## config.mk

```make
export PLATFORM = sky130hd
export DESIGN_NAME = decoder_seq_n
export DESIGN_NICKNAME = d
export VERILOG_FILES = /design/src/rtl/decoder_seq_n.sv
export SDC_FILE = /design/constraint.sdc
export NUM_CORES = 1
export LEC_CHECK = 0
export CELL_PAD_IN_SITES_DETAIL_PLACEMENT = 0
export CELL_PAD_IN_SITES_GLOBAL_PLACEMENT = 1
export CORE_MARGIN = 2
export CORE_UTILIZATION = 37
export CTS_CLUSTER_DIAMETER = 30
export DETAILED_ROUTE_END_ITERATION = 6
export MAX_ROUTING_LAYER = met4
export PLACE_DENSITY = 0.91
export SLEW_MARGIN = 20
export SYNTH_ARGS = -nofsm -noshare
export SYNTH_HDL_FRONTEND = slang
export SYNTH_SLANG_ARGS = --single-unit
```

## constraint.sdc

```tcl
create_clock -name clk -period 2.4 [get_ports clk]
set_clock_uncertainty 0.05 [all_clocks]
set_input_delay 0.6 -clock clk [delete_from_list [all_inputs] [get_ports clk]]
set_output_delay 0.6 -clock clk [all_outputs]
set_load 0.01 [all_outputs]
```

## src/rtl/decoder_seq_n.sv

```systemverilog
// Registered N-to-2^N one-hot decoder with level, single-cycle pulse and
// auto-stepping scan modes; every output is registered.
module decoder_seq_n #(
  parameter int N        = 2,
  parameter int SCAN_DIV = 4
) (
  input  logic              clk,
  input  logic              rst_n,
  input  logic [N-1:0]      sel,
  input  logic              en,
  input  logic              load,
  input  logic [1:0]        mode,
  output logic [2**N-1:0]   out,
  output logic [N-1:0]      idx_q,
  output logic              wrap
);

  localparam int OUTS = 2**N;
  localparam int CW   = (SCAN_DIV > 1) ? $clog2(SCAN_DIV) : 1;
  localparam logic [CW-1:0] TERM = CW'(SCAN_DIV - 1);

  typedef enum logic [1:0] {
    MODE_LEVEL = 2'b00,
    MODE_PULSE = 2'b01,
    MODE_SCAN  = 2'b10,
    MODE_RSVD  = 2'b11
  } mode_e;

  mode_e            mode_q;
  logic [CW-1:0]    cnt_q, cnt_d;
  logic [N-1:0]     idx_d;
  logic [OUTS-1:0]  out_d;
  logic             wrap_d;
  logic             mode_chg, scan_run, at_term, step;

  function automatic logic [OUTS-1:0] onehot(input logic [N-1:0] i);
    logic [OUTS-1:0] v;
    v    = '0;
    v[i] = 1'b1;
    return v;
  endfunction

  always_comb begin
    mode_chg = (mode != mode_q);
    scan_run = (mode == MODE_SCAN) && en;
    at_term  = (cnt_q == TERM);
    // A mode change restarts the dwell, so it never steps on that edge.
    step     = scan_run && !load && !mode_chg && at_term;

    idx_d = idx_q;
    if (load)
      idx_d = sel;
    else if (step)
      idx_d = idx_q + 1'b1;

    cnt_d = cnt_q;
    if (mode_chg || ((mode == MODE_SCAN) && load))
      cnt_d = '0;
    else if (scan_run)
      cnt_d = at_term ? '0 : cnt_q + 1'b1;

    wrap_d = step && (&idx_q);

    out_d = '0;
    if (mode == MODE_PULSE) begin
      if (load && en)
        out_d = onehot(sel);
    end else if (en) begin
      out_d = onehot(idx_d);
    end
  end

  always_ff @(posedge clk or negedge rst_n) begin
    if (!rst_n) begin
      mode_q <= MODE_LEVEL;
      cnt_q  <= '0;
      idx_q  <= '0;
      out    <= '0;
      wrap   <= 1'b0;
    end else begin
      mode_q <= mode_e'(mode);
      cnt_q  <= cnt_d;
      idx_q  <= idx_d;
      out    <= out_d;
      wrap   <= wrap_d;
    end
  end

endmodule

```

==> results of run 1 <==
==> placed cells by master (no fill, tap or decap), types with 2 or more instances in the layout <==
master / count
clkdlybuf4s50_1: 14
a21oi_1: 3
ha_1: 2
buf_4: 4
dfrtp_1: 11
nor2_1: 3
nand2_1: 4
nand3_1: 2
inv_1: 4
and3_2: 2
and3_1: 2
clkbuf_4: 3
nand3b_1: 2
==> kinds of logic after synthesis <==
kind of cell | synth area share (%)
AO/OA/AOI/OAI | 15.7
XOR/XNOR | 1.55
buffers and inverters | 2.65
adder cells (fa/ha/maj) | 4.41
flip-flops | 48.6
AND/OR/NAND/NOR | 27.2
==> layout make-up <==
class | count | share of cell area, %
multi-input cells | 37 | 35.2
flip-flops and latches | 11 | 35.1
well taps | 16 | 2.55
clock buffers | 3 | 2.87
clock inverters | 1 | 0.638
inverters | 4 | 1.91
repair buffers | 18 | 21.7
==> report_power, final <==
| group | internal (µW) | switching (µW) |
|---|---|---|
| clock network | 61.5 | 64.7 |
| registers | 194 | 6.13 |
| logic | 41.5 | 34.2 |
| total | 297 | 105 |
==> through the flow <==
stage                     util, %  std cells  area (µm²)  hold WS (ns)
after floorplan                 -         52         567         0.254
after global placement       51.4         86         757         0.468
after detailed placement     51.4         86         757         0.472
after CTS                    53.3         90         785         0.482
after global routing         53.3         90         785         0.503
final                        53.3         90         785         0.479
==> layer usage <==
layer  global-route usage [%]  wire, µm
met5                        -         0
met3                     2.98        57
met1                     19.3       499
met2                     20.6       540
met4                     12.7        45
==> sequential cells by signal, summed over array words and instances (netlist names) <==
name,flops
mode_q,2
idx_q,2
cnt_q,2
wrap,1
out,4
==> critical path: stages <==
cell and delay, ns:
clkdlybuf4s50_1 0.52, buf_4 0.17, and2b_2 0.23, a221oi_2 0.39, a32o_1 0.24
==> path summary, 6_finish.rpt <==
check                                       end  cells past startpoint  slack (ns)            startpoint
hold reg to reg            cnt_q[1]$_DFFE_PN0P_                      2        0.48  cnt_q[1]$_DFFE_PN0P_
setup reg to reg               out[2]$_DFF_PN0_                      5        0.66  cnt_q[0]$_DFFE_PN0P_
hold / removal             cnt_q[1]$_DFFE_PN0P_                      2        0.48  cnt_q[1]$_DFFE_PN0P_
setup / recovery               out[1]$_DFF_PN0_                      5        0.40                  load
max in group asynchronous        wrap$_DFF_PN0_                      1        1.36                 rst_n
min in group asynchronous      out[1]$_DFF_PN0_                      1        0.60                 rst_n
==> flow_metrics.py, run 1 <==
metrics = {
    "run_status": {
        "outcome": "finished clean",
    },
    "grt": {
        "antenna_found_initial": 0,
        "grt_max_degree": 12,
        "grt_usage_pct": 15.2,
        "overflow": 0,
        "first_global_vias": 428,
        "grt_pass1_wl_mm": 1.97,
    },
    "placement": {
        "port_buffers": 14,
        "place_ws_ns": 0.0944,
        "gp_congestion": 0.776,
        "dpl.hpwl_um": 935,
    },
    "drt": {
        "ant_nets": 0,
        "via_per_inst": 5.36,
        "firstDrtPassIters": 4,
        "drtIter0Drc": 7,
        "routedWlPerCell_um": 12.7,
        "wl_mm": 1.14,
        "drc_errors": 0,
        "vias": 482,
    },
    "setup_path": {
        "path_class": "in2reg",
        "required_ns": 2.56,
        "arrival_ns": 2.16,
        "critPathLaunchType": "primary input",
        "worstSetupEndpointType": "flop",
        "worst-path-max-fanout": 8,
    },
    "pwr": {
        "p_leak_uw": 0.000365,
        "power_density_nw_per_um2": 513,
        "p_total_uw": 402,
        "peakVddDrop_v": 0.000250,
    },
    "logic_synthesis": {
        "avgSynthCellArea_um2": 10.9,
        "synth_ff_type": "dfrtp_1",
        "syn_area_um2": 567,
        "yosysWarnings": 0,
        "synth_most_common_cell": "dfrtp_1",
        "async_flop_share_pct": 100,
        "synth_area_leader_cell": "dfrtp_1",
        "yosys_register_bits": 11,
        "synth-edff-count": 0,
        "ys_seq_area_share_pct": 48.6,
        "synthCells": 52,
        "synthTopCellsByArea": "dfrtp_1 (49%), ha_1 (4.4%), nor4bb_4 (4.4%), a21oi_1 (2.6%), a221oi_2 (2.6%)",
        "synth_nets": 62,
        "synthTopCellsByCount": "dfrtp_1 (11), inv_1 (4), nand2_1 (4)",
        "synth_top_area_share_pct": 48.6,
        "synth_cell_types": 27,
    },
    "floorplan": {
        "die-area_um2": 1860,
        "pin_count": 15,
        "fp.dieH_um": 43.1,
        "dieWidth_um": 43.1,
        "core_area_um2": 1470,
        "floorplan.rows": 14,
        "start_util_pct": 38.5,
    },
    "clock_tree": {
        "post_cts_resized": 0,
        "root_buffer": "clkbuf_4",
        "ctsHtreeMaxLevel": 1,
        "clk_pin_slew_ns": 0.08,
        "clk_latency_ns": 0.27,
        "numCtsBuffers": 3,
        "cts.sinks": 11,
        "cts_tree": "built",
        "cts_buffer_depth": 2,
        "postCtsSetupBuffers": 0,
        "holdBufCountCts": 0,
    },
    "timing": {
        "fin_tns_setup_ns": 0,
        "setup_viol": 0,
        "min_period_over_period_pct": 83.4,
        "drv_slew": 0,
        "tightestPinTransition_ns": 0.483,
        "worst_slack_ns": 0.399,
        "min_period_ns": 2.00,
        "max_freq_mhz": 500,
        "relSlewSlack_pct": 67.7,
        "grt_setup_unrepaired": "false",
        "hold_viol": 0,
    },
    "layout": {
        "final_nets": 85,
        "layout-drive-gt1-share_pct": 21.6,
        "register_area_um2": 275,
        "syn_to_final_growth_pct": 38.4,
        "multiInputGateArea_um2": 277,
        "antenna_cells": 0,
        "fillCellCount": 146,
    },
    "hold_path": {
        "hp-class": "reg2reg",
    },
    "run": {
        "drv_cap": 0,
    },
}
Power figures use the tool's default switching activity.
==> run 2, diff against run 1 <==
--- a/config.mk
+++ b/config.mk
@@ -8,11 +8,11 @@
 export CELL_PAD_IN_SITES_DETAIL_PLACEMENT = 0
 export CELL_PAD_IN_SITES_GLOBAL_PLACEMENT = 1
 export CORE_MARGIN = 2
-export CORE_UTILIZATION = 37
+export CORE_UTILIZATION = 31
 export CTS_CLUSTER_DIAMETER = 30
 export DETAILED_ROUTE_END_ITERATION = 6
 export MAX_ROUTING_LAYER = met4
-export PLACE_DENSITY = 0.91
+export PLACE_DENSITY = 0.83
 export SLEW_MARGIN = 20
 export SYNTH_ARGS = -nofsm -noshare
 export SYNTH_HDL_FRONTEND = slang
==> constraint.sdc (replaced) <==
create_clock -name clk -period 1.65 [get_ports clk]
set_clock_uncertainty 0.05 [all_clocks]
set_input_delay 0.4125 -clock clk [delete_from_list [all_inputs] [get_ports clk]]
set_output_delay 0.4125 -clock clk [all_outputs]
set_load 0.01 [all_outputs]
==> flow_metrics.py, run 2 (same netlist as run 1, synthesis figures left out) <==
metrics = {
    "timing": {
        "tightestPinTransition_ns": 0.495,
        "min_period_over_period_pct": 98.7,
        "worst_slack_ns": 0.0209,
        "relSlewSlack_pct": 66.9,
        "setup_viol": 0,
        "min_period_ns": 1.63,
        "drv_slew": 0,
        "max_freq_mhz": 614,
        "hold_slack_ns": 0.427,
        "hold_viol": 0,
        "fin_tns_setup_ns": 0,
        "grt_setup_unrepaired": "true",
    },
    "floorplan": {
        "fp.dieH_um": 46.8,
        "core_area_um2": 1730,
        "start_util_pct": 32.8,
        "die-area_um2": 2190,
        "floorplan.rows": 15,
        "pin_count": 15,
        "dieWidth_um": 46.8,
    },
    "layout": {
        "layout_common_cells": "buf_4 (16), dfrtp_1 (11), clkdlybuf4s50_1 (9)",
        "antenna_cells": 0,
        "syn_to_final_growth_pct": 63.4,
        "final_common_cell": "buf_4",
        "final_nets": 97,
        "layout-drive-gt1-share_pct": 39.5,
        "largest-register": "out",
        "utilization_pct": 53.6,
        "fillCellCount": 160,
        "largest_reg_flops": 4,
    },
    "placement": {
        "place_ws_ns": -0.429,
        "gp_congestion": 0.806,
        "port_buffers": 14,
        "dpl.hpwl_um": 950,
    },
    "run": {
        "drv_cap": 0,
    },
    "setup_path": {
        "arrival_ns": 1.73,
        "critPathLaunch": "cnt_q[0]$_DFFE_PN0P_",
        "worst-path-max-fanout": 3,
        "required_ns": 1.75,
        "worstSetupEndpointType": "flop",
        "path_class": "reg2reg",
        "r2r-start": "cnt_q[0]$_DFFE_PN0P_",
        "critPathLaunchType": "flop",
    },
    "grt": {
        "overflow": 0,
        "grt_usage_pct": 14.3,
        "grt_pass1_wl_mm": 2.01,
        "first_global_vias": 468,
        "antenna_found_initial": 0,
        "grt_max_degree": 12,
    },
    "clock_tree": {
        "root_buffer": "clkbuf_4",
        "numCtsBuffers": 3,
        "cts_tree": "built",
        "cts.sinks": 11,
        "holdBufCountCts": 0,
        "clk_latency_ns": 0.26,
        "clk_pin_slew_ns": 0.07,
        "cts_buffer_depth": 2,
        "ctsHtreeMaxLevel": 1,
    },
    "drt": {
        "wl_mm": 1.26,
        "via_per_inst": 4.64,
        "drc_errors": 0,
        "ant_nets": 0,
        "vias": 515,
        "drtIter0Drc": 7,
        "firstDrtPassIters": 4,
        "routedWlPerCell_um": 11.3,
    },
    "pwr": {
        "p_total_uw": 609,
        "power_density_nw_per_um2": 658,
        "p_leak_uw": 0.000433,
        "peakVddDrop_v": 0.000462,
    },
    "run_status": {
        "outcome": "finished clean",
    },
    "hold_path": {
        "hp-class": "in2async",
    },
}
[run 2: critical path, stage by stage, from the launching register on]
cell      delay, ns
dfrtp_1        0.39
ha_2           0.19
nor4bb_4       0.16
and2_4         0.18
o311a_4        0.32
a32o_1         0.23
[run 2: final timing paths]
kind	to	slack, ns	cells after the start
hold / removal	out[2]$_DFF_PN0_	0.43	1
setup / recovery	out[1]$_DFF_PN0_	0.02	5
min in group clk	mode_q[0]$_DFF_PN0_	0.46	2
max in group asynchronous	cnt_q[1]$_DFFE_PN0P_	0.79	1
hold reg to reg	cnt_q[0]$_DFFE_PN0P_	0.60	3
setup reg to reg	out[1]$_DFF_PN0_	0.02	5
[run 2: routing by layer]
layer | part of all wire (%) | global-route usage [%] | up-vias
met5 | 0 | - | -
met4 | 3.8 | 11.7 | 0
met3 | 1.7 | 2.31 | 5
met2 | 47 | 20.5 | 12
met1 | 47 | 17.5 | 239
li1 | - | - | 259
[run 2: final cells by class]
| cell class | instances | area (µm²) | share of cell area, % |
|---|---|---|---|
| Sequential cell | 11 | 275 | 29.7 |
| Timing Repair Buffer | 30 | 254 | 27.4 |
| Inverter | 4 | 15.0 | 1.62 |
| Multi-Input combinational cell | 37 | 324 | 35.0 |
| Clock buffer | 4 | 26.3 | 2.84 |
| Tap cell | 25 | 31.3 | 3.38 |
[run 2: repair_timing]
action                                  in CTS  in global routing
setup buffers                                4                  2
endpoints found under the setup margin       7                  5
resized for setup                           11                  3
cloned                                       0                  0
pin swaps                                    8                  4
[run 2: per-stage QoR]
step           instances  area [µm²]
3_5_place_dp         102         821
6_report             111         926
3_3_place_gp         102         821
2_1_floorplan         52         567
4_1_cts              110         897
5_1_grt              111         926
[run 2: power breakdown]
group | internal, µW | leakage [µW] | switching, µW | total [µW]
sequential | 283 | 0.000142 | 7.14 | 290
combinational | 77.1 | 0.000276 | 62.1 | 139
clock | 93.6 | 0.0000150 | 86.8 | 180
